### src/rtl/fc_layer_engine.sv
// Fully-connected layer engine: streams activations and row-major weights from
// synchronous SRAMs, accumulates one neuron at a time, then rescales, saturates and writes.
module fc_layer_engine #(
  parameter int DATA_W = 16,
  parameter int FRAC_W = 8,
  parameter int ACC_W  = 40,
  parameter int N_IN   = 784,
  parameter int N_OUT  = 10,
  parameter int RELU   = 1,
  parameter int IN_AW  = 10,
  parameter int W_AW   = 14,
  parameter int OUT_AW = 4
) (
  input  logic                     clk,
  input  logic                     reset,
  input  logic                     start,
  output logic                     busy,
  output logic                     done,
  output logic [IN_AW-1:0]         in_addr,
  input  logic signed [DATA_W-1:0] in_data,
  output logic [W_AW-1:0]          w_addr,
  input  logic signed [DATA_W-1:0] w_data,
  output logic                     out_we,
  output logic [OUT_AW-1:0]        out_addr,
  output logic [DATA_W-1:0]        out_data
);

  localparam int PROD_W = 2 * DATA_W;
  localparam logic [IN_AW-1:0]  I_LAST = IN_AW'(N_IN - 1);
  localparam logic [OUT_AW-1:0] O_LAST = OUT_AW'(N_OUT - 1);
  localparam logic [W_AW-1:0]   W_STEP = W_AW'(N_IN);
  localparam logic signed [ACC_W-1:0] SAT_MAX =
    {{(ACC_W-DATA_W+1){1'b0}}, {(DATA_W-1){1'b1}}};
  localparam logic signed [ACC_W-1:0] SAT_MIN =
    {{(ACC_W-DATA_W+1){1'b1}}, {(DATA_W-1){1'b0}}};

  typedef enum logic [2:0] {S_IDLE, S_RUN, S_DRAIN, S_WRITE, S_DONE} state_t;

  state_t                   state_q, state_d;
  logic [IN_AW-1:0]         i_q, i_d;
  logic [OUT_AW-1:0]        o_q, o_d;
  logic [W_AW-1:0]          w_base_q, w_base_d;
  logic signed [ACC_W-1:0]  acc_q, acc_d;
  logic                     valid_q, valid_d;

  logic signed [PROD_W-1:0] prod;
  logic signed [ACC_W-1:0]  prod_ext;
  logic signed [ACC_W-1:0]  scaled;
  logic signed [DATA_W-1:0] sat_val;
  logic [DATA_W-1:0]        result;

  assign prod     = in_data * w_data;
  assign prod_ext = {{(ACC_W-PROD_W){prod[PROD_W-1]}}, prod};
  // Arithmetic shift floors toward -inf, so small negative sums become -1, not 0.
  assign scaled   = acc_q >>> FRAC_W;

  always_comb begin
    if (scaled > SAT_MAX)      sat_val = SAT_MAX[DATA_W-1:0];
    else if (scaled < SAT_MIN) sat_val = SAT_MIN[DATA_W-1:0];
    else                       sat_val = scaled[DATA_W-1:0];
    result = sat_val;
    if (RELU != 0 && sat_val[DATA_W-1]) result = '0;
  end

  always_comb begin
    // NOTE: every output and next-state is defaulted first so no path can infer a latch.
    state_d  = state_q;
    i_d      = i_q;
    o_d      = o_q;
    w_base_d = w_base_q;
    acc_d    = acc_q;
    valid_d  = (state_q == S_RUN);
    busy     = 1'b0;
    done     = 1'b0;
    in_addr  = '0;
    w_addr   = '0;
    out_we   = 1'b0;
    out_addr = '0;
    out_data = '0;

    // Read data lags the address by one cycle, hence the delayed valid flag.
    if (valid_q) acc_d = acc_q + prod_ext;

    unique case (state_q)
      S_IDLE: begin
        if (start) begin
          state_d  = S_RUN;
          i_d      = '0;
          o_d      = '0;
          w_base_d = '0;
          acc_d    = '0;
        end
      end
      S_RUN: begin
        busy    = 1'b1;
        in_addr = i_q;
        w_addr  = w_base_q + W_AW'(i_q);
        if (i_q == I_LAST) state_d = S_DRAIN;
        else               i_d     = i_q + 1'b1;
      end
      S_DRAIN: begin
        busy    = 1'b1;
        in_addr = i_q;
        w_addr  = w_base_q + W_AW'(i_q);
        state_d = S_WRITE;
      end
      S_WRITE: begin
        busy     = 1'b1;
        in_addr  = i_q;
        w_addr   = w_base_q + W_AW'(i_q);
        out_we   = 1'b1;
        out_addr = o_q;
        out_data = result;
        if (o_q == O_LAST) begin
          state_d = S_DONE;
        end else begin
          state_d  = S_RUN;
          o_d      = o_q + 1'b1;
          i_d      = '0;
          w_base_d = w_base_q + W_STEP;
          acc_d    = '0;
        end
      end
      S_DONE: begin
        done    = 1'b1;
        state_d = S_IDLE;
      end
      default: state_d = S_IDLE;
    endcase
  end

  always_ff @(posedge clk) begin
    // NOTE: state registers use non-blocking assignments so all flops update together.
    if (reset) begin
      state_q  <= S_IDLE;
      i_q      <= '0;
      o_q      <= '0;
      w_base_q <= '0;
      acc_q    <= '0;
      valid_q  <= 1'b0;
    end else begin
      state_q  <= state_d;
      i_q      <= i_d;
      o_q      <= o_d;
      w_base_q <= w_base_d;
      acc_q    <= acc_d;
      valid_q  <= valid_d;
    end
  end

endmodule
### config.mk
export PLATFORM = sky130hd
export DESIGN_NAME = fc_layer_engine
export DESIGN_NICKNAME = d
export VERILOG_FILES = /design/src/rtl/fc_layer_engine.sv
export SDC_FILE = /design/constraint.sdc
export NUM_CORES = 1
export LEC_CHECK = 0
export BUFFER_PORTS_ARGS = -buffer_cell sky130_fd_sc_hd__buf_2
export CAP_MARGIN = 40
export CORE_ASPECT_RATIO = 0.8
export CORE_MARGIN = 4
export CORE_UTILIZATION = 40
export DETAILED_ROUTE_END_ITERATION = 8
export GPL_TIMING_DRIVEN = 0
export PLACE_DENSITY = 0.63
export REMOVE_ABC_BUFFERS = 1
export SLEW_MARGIN = 20
export SYNTH_ARGS = -nofsm -noshare
export SYNTH_HDL_FRONTEND = slang
export SYNTH_SLANG_ARGS = --single-unit
### constraint.sdc
create_clock -name clk -period 21.2 [get_ports clk]
set_input_delay 5.3 -clock clk [delete_from_list [all_inputs] [get_ports clk]]
set_output_delay 5.3 -clock clk [all_outputs]
set_load 0.02 [all_outputs]
==> out/results.ini, run 1 <==
[drt]
detail_route.wl_per_cell_um=16.3
routed-via-count=11300
antenna_violating_nets_post_route=0
drt-vias-per-instance=5.00
drt_pass1_iterations=5
route.detailed.drc=0
first_iter_violations=602
totalWireLength_um=37000

[yosys]
ys.flop_type=sky130_fd_sc_hd__dfxtp_1
synth.yosys.warnings=0
synth_seq_cells=68
synth.most_common_cell=sky130_fd_sc_hd__inv_1
yosys-top-cells-count=sky130_fd_sc_hd__inv_1 (420), sky130_fd_sc_hd__fa_1 (330), sky130_fd_sc_hd__nand2_1 (161)
postSynthAreaPerCell_sq_um=9.04
mappedNetlistArea_sq_um=15600
netlist-cell-type-count=61
synth_largest_area_cell=sky130_fd_sc_hd__fa_1
synth_enable_flop_cells=0
ys_seq_area_share_pct=8.73
syn_inst=1726
postSynth.asyncResetShare_pct=0
synth_top_area_share_pct=42.4
synth_top_cells_by_area=sky130_fd_sc_hd__fa_1 (42%), sky130_fd_sc_hd__inv_1 (10%), sky130_fd_sc_hd__ha_1 (10%)

[floorplan]
rows=64
fp.dieH_um=185
die_area_sq_um=42200
core_region_area_sq_um=38400
num_io_pins=82
die_width_um=229
initial_core_util_pct=40.7

[cells_and_area]
antenna-diode-count=0
finalInstanceArea_sq_um=16800
layout.filler_cells=3739
layout.nets=2254
seqCellArea_sq_um=1370
multi_input_comb_area_sq_um=12400
flow.area_growth_from_synthesis_pct=7.82
post_route_cells_drive_above_1_share_pct=6.56

[placed_design]
place.port_buffers=80
gp_congestion=0.829
detailed_place.area_sq_um=16500
place_hpwl_um=31300
preCtsSetupSlack_ns=9.21

[min_path]
hold_path_depth=2
min_path_type=flip-flop to flip-flop
hold_ep=acc_q[0]
hold_path_startpoint=acc_q[0]

[timing]
report.final.setup_viol=0
relSlewSlack_pct=47.0
max_slew.worst_pin.slew_ns=0.793
post-route-period-util_pct=54.7
final_critical_path_setup_slack_ns=9.59
grt_setup_unrepaired=no
endpoints_failing_hold=0
skew_ns=0.00854
hold_ws_ns=0.520
max_freq_mhz=86.2
slew_viol_final=0
min_period_ns=11.61
timing.setup.tns_ns=0

[clock_tree]
clock_path_buffers=2
h_tree_levels=3
post_cts_resized=0
cts_tree=built
clock-root-buffer=sky130_fd_sc_hd__clkbuf_16
postCtsHoldBufs=0
post_cts.repair.setup_buffers=0
numCtsBuffers=9
clk-insertion-delay-late_ns=0.34
path_clk_slew_ns=0.06
cts.sinks=68

[setup_path]
crit_type=input pin to flip-flop
crit_fanout=16
crit_arrival_ns=11.80
timing.critical_path.required_ns=21.39
reg2reg_depth=17
timing.rr.end=acc_q[39]
crit-reg2reg-launch=acc_q[8]
endpoint_class_of_the_critical_path=flip-flop
critPathLaunchType=input pin
internal_reg_to_reg_setup_slack_ns=15.74

[global_routing]
antenna_violations_before_repair=0
grt_first_pass_wirelength_um=64500
globalRoute.totalOverflow=0
grt_pass1_vias=12100
groute.usage.overall_pct=18.7
grt_max_degree=60

[job]
max-cap-violations=0

[status]
run_status=finished, final reports clean

[logic make-up (layout without fill, tap and decap cells)]
kind of cell	Yosys count	after routing	share of synthesized area, %
muxes	33	33	2.13
adders and majority gates	455	455	52.4
xor gates and xnor gates	56	56	3.14
buffers and inverters	479	522	11.6
DFF	68	68	8.73
other	1	1	0.0240
AOI/OAI and AO/OA	142	142	6.25
and+or+nand+nor	492	492	15.8
[critical path, stage by stage]
cell,delay [ns]
sky130_fd_sc_hd__buf_2,0.10
sky130_fd_sc_hd__inv_1,0.56
sky130_fd_sc_hd__nor2_1,0.16
sky130_fd_sc_hd__fa_1,0.52
sky130_fd_sc_hd__fa_1,0.54
sky130_fd_sc_hd__fa_1,0.54
sky130_fd_sc_hd__fa_1,0.58
sky130_fd_sc_hd__fa_1,0.56
sky130_fd_sc_hd__inv_1,0.05
sky130_fd_sc_hd__fa_1,0.53
sky130_fd_sc_hd__inv_1,0.05
sky130_fd_sc_hd__ha_1,0.37
sky130_fd_sc_hd__a211oi_1,0.24
sky130_fd_sc_hd__o21ai_1,0.10
sky130_fd_sc_hd__a221o_1,0.37
sky130_fd_sc_hd__a22oi_1,0.25
sky130_fd_sc_hd__nand2_1,0.16
sky130_fd_sc_hd__o2bb2ai_2,0.18
sky130_fd_sc_hd__o41ai_2,0.29
sky130_fd_sc_hd__mux2i_1,0.24
sky130_fd_sc_hd__a211oi_1,0.09
[worst max-delay path by stage]
| stage | start | to | cells past startpoint |
|---|---|---|---|
| 2_1_floorplan | w_data[1] | acc_q[36] | 22 |
| 3_3_place_gp | w_data[15] | acc_q[39] | 21 |
| 3_5_place_dp | w_data[15] | acc_q[39] | 21 |
| 4_1_cts | w_data[15] | acc_q[39] | 21 |
| 5_1_grt | w_data[15] | acc_q[39] | 21 |
| 6_report | w_data[15] | acc_q[39] | 21 |
[sequential cells by signal, indices dropped and copies added (netlist names)]
name / count
acc_q: 40
i_q: 10
w_base_q: 10
o_q: 4
state_q: 3
valid_q: 1
[layout by cell type (no fill, tap or decap), drive strengths merged, types with 2 or more instances in the layout]
master | netlist | routed
a211oi | 6 | 6
a21o | 19 | 19
a21oi | 32 | 32
a221o | 2 | 2
a31o | 2 | 2
a31oi | 5 | 5
a41oi | 5 | 5
and2 | 132 | 132
and3 | 15 | 15
and4 | 2 | 2
and4b | 3 | 3
buf | 9 | 86
clkbuf | 50 | 9
clkinv | 0 | 4
dfxtp | 68 | 68
fa | 330 | 330
ha | 125 | 125
inv | 420 | 422
mux2i | 32 | 32
nand2 | 161 | 161
nand2b | 5 | 5
nand3 | 21 | 21
nand3b | 10 | 10
nand4 | 7 | 7
nand4b | 6 | 6
nor2 | 94 | 94
nor2b | 7 | 7
nor3 | 11 | 11
nor3b | 5 | 5
nor4 | 6 | 6
o21a | 21 | 21
o21ai | 29 | 29
o21bai | 5 | 5
or3 | 4 | 4
or4b | 2 | 2
xnor2 | 29 | 29
xor2 | 27 | 27
[final cells by class]
| cell class | instances | share of cell area, % |
|---|---|---|
| Inverter | 420 | 9.37 |
| Tap cell | 495 | 3.68 |
| Timing Repair Buffer | 86 | 3.03 |
| Clock inverter | 7 | 0.446 |
| Clock buffer | 9 | 1.34 |
| Sequential cell | 68 | 8.12 |
| Multi-Input combinational cell | 1179 | 74.0 |
[per-layer routing]
layer	wire (um)	track usage (%)	vias up	share of wire, %
li1	-	-	5287	-
met1	18300	28.4	5721	50
met2	16400	29.3	286	44
met3	1890	2.26	30	5.1
met4	417	3.43	0	1.1
met5	0	0	-	0
[stage by stage]
stage | util (%) | cells
after floorplan | - | 1667
after global placement | 42.7 | 2242
after detailed placement | 43.1 | 2248
after CTS | 43.8 | 2264
after global routing | 43.8 | 2264
final | 43.8 | 2264
Power of run 1 is left out: the tool's default activity adds up to more than one toggle a clock period on the data nets, which glitch-free logic cannot reach.
==> run 2, diff against run 1 <==
--- a/config.mk
+++ b/config.mk
@@ -5,6 +5,7 @@
 export SDC_FILE = /design/constraint.sdc
 export NUM_CORES = 1
 export LEC_CHECK = 0
+export ABC_AREA = 1
 export BUFFER_PORTS_ARGS = -buffer_cell sky130_fd_sc_hd__buf_2
 export CAP_MARGIN = 40
 export CORE_ASPECT_RATIO = 0.8
==> constraint.sdc (replaced) <==
create_clock -name clk -period 11.6 [get_ports clk]
set_input_delay 2.9 -clock clk [delete_from_list [all_inputs] [get_ports clk]]
set_output_delay 2.9 -clock clk [all_outputs]
set_load 0.02 [all_outputs]
==> run 2 against run 1 <==
Hold slack worse by 0.048 ns. Via count up 24%. Non-clock buffer count down 3. Critical path depth up 2. Sequential cell count unchanged. First-iteration DRC count up 44%. Global-route usage up 1.5 points. Cell area up 9.0%. Final cell count up 30%. Synthesized cell count up 38%. Critical path type unchanged. Critical endpoint is now acc_q[37]. Highest routed layer unchanged.
==> out/results.ini, run 2 <==
[floorplan]
die_width_um=240  ; +4.8%
core_region_area_sq_um=42200  ; +9.9%
die_area_sq_um=46400  ; +9.9%
rows=67  ; +4.7%
fp.dieH_um=193  ; +4.8%
initial_core_util_pct=40.8  ; +0.13 points
num_io_pins=82  ; unchanged

[drt]
drt-vias-per-instance=4.76  ; -4.7%
antenna_violating_nets_post_route=0  ; unchanged
totalWireLength_um=44600  ; +20%
route.detailed.drc=0  ; unchanged
drt_pass1_iterations=6  ; +1
first_iter_violations=867  ; +44%
routed-via-count=14100  ; +24%
detail_route.wl_per_cell_um=15.1  ; -7.6%

[cells_and_area]
largestRegisters=acc_q (40), i_q (10), w_base_q (10)
post_route_cells_drive_above_1_share_pct=5.63  ; -0.93 points
layout.filler_cells=4325  ; +16%
seqCellArea_sq_um=1360  ; -0.18%
most_frequent_cells_in_the_layout=sky130_fd_sc_hd__inv_1 (730), sky130_fd_sc_hd__nand2_1 (573), sky130_fd_sc_hd__fa_1 (329)
multi_input_comb_area_sq_um=12700  ; +2.4%
layout.nets=2885  ; +28%
final_core_util_pct=43.5  ; -0.38 points
mostFrequentLayoutCell=sky130_fd_sc_hd__inv_1
antenna-diode-count=0  ; unchanged
flow.area_growth_from_synthesis_pct=6.55
finalInstanceArea_sq_um=18300  ; +9.0%
largest_register_ff_count=40  ; unchanged
regMostFlops=acc_q

[clock_tree]
clk-insertion-delay-late_ns=0.35  ; about the same
cts_tree=built
postCtsHoldBufs=0  ; unchanged
h_tree_levels=3  ; unchanged
path_clk_slew_ns=0.07  ; about the same
post_cts.repair.setup_buffers=0  ; unchanged
clock-root-buffer=sky130_fd_sc_hd__clkbuf_16
clock_path_buffers=2  ; unchanged
cts.sinks=68  ; unchanged
post_cts_resized=0  ; unchanged
numCtsBuffers=9  ; unchanged

[setup_path]
critPathLaunchType=input pin
timing.critical_path.required_ns=11.86  ; -9.53 ns
crit_fanout=16  ; unchanged
endpoint_class_of_the_critical_path=flip-flop
crit-reg2reg-launch=acc_q[15]
crit_type=input pin to flip-flop
crit_arrival_ns=9.16  ; -2.64 ns
worst_setup_path_startpoint=w_data[1]

[yosys]
synth.yosys.warnings=0  ; unchanged
synth_largest_area_cell=sky130_fd_sc_hd__fa_1
ys.flop_type=sky130_fd_sc_hd__dfxtp_1
synth_seq_cells=68  ; unchanged
postSynth.asyncResetShare_pct=0  ; unchanged
yosys-top-cells-count=sky130_fd_sc_hd__inv_1 (731), sky130_fd_sc_hd__nand2_1 (573), sky130_fd_sc_hd__fa_1 (330)
mappedNetlistArea_sq_um=17200  ; +10%
postSynthAreaPerCell_sq_um=7.22  ; -20%
syn_inst=2382  ; +38%
synth_top_area_share_pct=38.4  ; -3.9 points
synth_top_cells_by_area=sky130_fd_sc_hd__fa_1 (38%), sky130_fd_sc_hd__inv_1 (16%), sky130_fd_sc_hd__nand2_1 (13%)
ys_seq_area_share_pct=7.91  ; -0.81 points
netlist-cell-type-count=38  ; -38%
synth_enable_flop_cells=0  ; unchanged
synth.most_common_cell=sky130_fd_sc_hd__inv_1

[placed_design]
place_hpwl_um=38100  ; +22%
detailed_place.area_sq_um=18000  ; +8.9%
place.port_buffers=80  ; unchanged
gp_congestion=0.938  ; +13%

[min_path]
hold_path_startpoint=w_base_q[13]
min_path_type=flip-flop to flip-flop

[global_routing]
groute.usage.overall_pct=20.2  ; +1.5 points
grt_first_pass_wirelength_um=76600  ; +19%
grt_max_degree=34  ; -43%
grt_pass1_vias=14900  ; +23%
globalRoute.totalOverflow=0  ; unchanged
antenna_violations_before_repair=0  ; unchanged

[timing]
slew_viol_final=0  ; unchanged
relSlewSlack_pct=49.6  ; +2.5 points
post-route-period-util_pct=76.8
report.final.setup_viol=0  ; unchanged
min_period_ns=8.91
skew_ns=0.0125  ; +0.00398 ns
endpoints_failing_hold=0  ; unchanged
timing.setup.tns_ns=0  ; unchanged
max_freq_mhz=112
max_slew.worst_pin.slew_ns=0.756  ; -0.0374 ns
grt_setup_unrepaired=no

[job]
max-cap-violations=0  ; unchanged

[status]
run_status=finished, final reports clean

run 2: cell types whose count changed after synthesis, sizes merged, moves of 14 or more:
cell / previous run / this run
clkbuf: 50 / 72
nand3: 21 / 78
nand2: 161 / 574
xnor2: 29 / 6
and3: 15 / 0
o21a: 21 / 0
a21o: 19 / 0
and2: 132 / 0
nor2: 94 / 171
a21oi: 32 / 88
mux2i: 32 / 0
nor3: 11 / 25
inv: 420 / 734
run 2: per-stage QoR:
step | setup slack, ns | instances | hold slack [ns]
detailed placement | 2.35 | 2935 | 0.464
finish | 2.69 | 2952 | 0.472
CTS | 2.71 | 2951 | 0.474
global route | 2.33 | 2952 | 0.491
floorplan | 3.47 | 2301 | 0.439
global placement | 2.29 | 2933 | 0.451
run 2: final cells by class:
cell class              count  share of cell area (%)
clock inverters             7                   0.451
inverters                 735                    15.1
multi-input cells        1498                    69.5
clock buffers               9                    1.23
well taps                 552                    3.77
flip-flops and latches     68                    7.43
repair buffers             83                    2.55
run 2: routing by layer:
layer  GRT usage, %  routed length (um)
met1           30.7               21900
met2           31.9               19800
met3           2.42                2510
met5              0                   0
met4           2.71                 389
run 2: worst max-delay path, stage by stage:
cell and delay, ns:
sky130_fd_sc_hd__buf_2 0.37, sky130_fd_sc_hd__nand2_1 0.22, sky130_fd_sc_hd__inv_1 0.14, sky130_fd_sc_hd__fa_2 0.52, sky130_fd_sc_hd__fa_1 0.50, sky130_fd_sc_hd__inv_1 0.35
sky130_fd_sc_hd__fa_1 0.63, sky130_fd_sc_hd__fa_1 0.77, sky130_fd_sc_hd__inv_1 0.16, sky130_fd_sc_hd__fa_1 0.50, sky130_fd_sc_hd__inv_1 0.05, sky130_fd_sc_hd__fa_1 0.48
sky130_fd_sc_hd__inv_1 0.05, sky130_fd_sc_hd__ha_1 0.38, sky130_fd_sc_hd__nand2_1 0.12, sky130_fd_sc_hd__nor2_1 0.16, sky130_fd_sc_hd__nand2_1 0.13, sky130_fd_sc_hd__nor2_1 0.15
sky130_fd_sc_hd__nand3_1 0.19, sky130_fd_sc_hd__nand4_1 0.15, sky130_fd_sc_hd__nand3_1 0.12, sky130_fd_sc_hd__nand2_1 0.08, sky130_fd_sc_hd__inv_1 0.04
run 2: worst paths after layout:
check	cells after the start	to	slack, ns
max reg2reg	21	acc_q[35]	6.77
max	23	acc_q[37]	2.69
min	2	w_base_q[13]	0.47
min reg2reg	2	w_base_q[13]	0.47
run 2: cells by family (layout without fill, tap and decap cells):
| kind of cell | after synthesis | after routing | share of synthesized area [%] |
|---|---|---|---|
| adders and majority gates | 455 | 455 | 47.5 |
| DFF | 68 | 68 | 7.91 |
| buffers and inverters | 816 | 834 | 18.0 |
| and+or+nand+nor | 875 | 875 | 20.7 |
| AOI/OAI and AO/OA | 145 | 145 | 4.71 |
| other | 1 | 1 | 0.0218 |
| xor gates and xnor gates | 22 | 22 | 1.12 |
Power of run 2 is left out for the same reason.
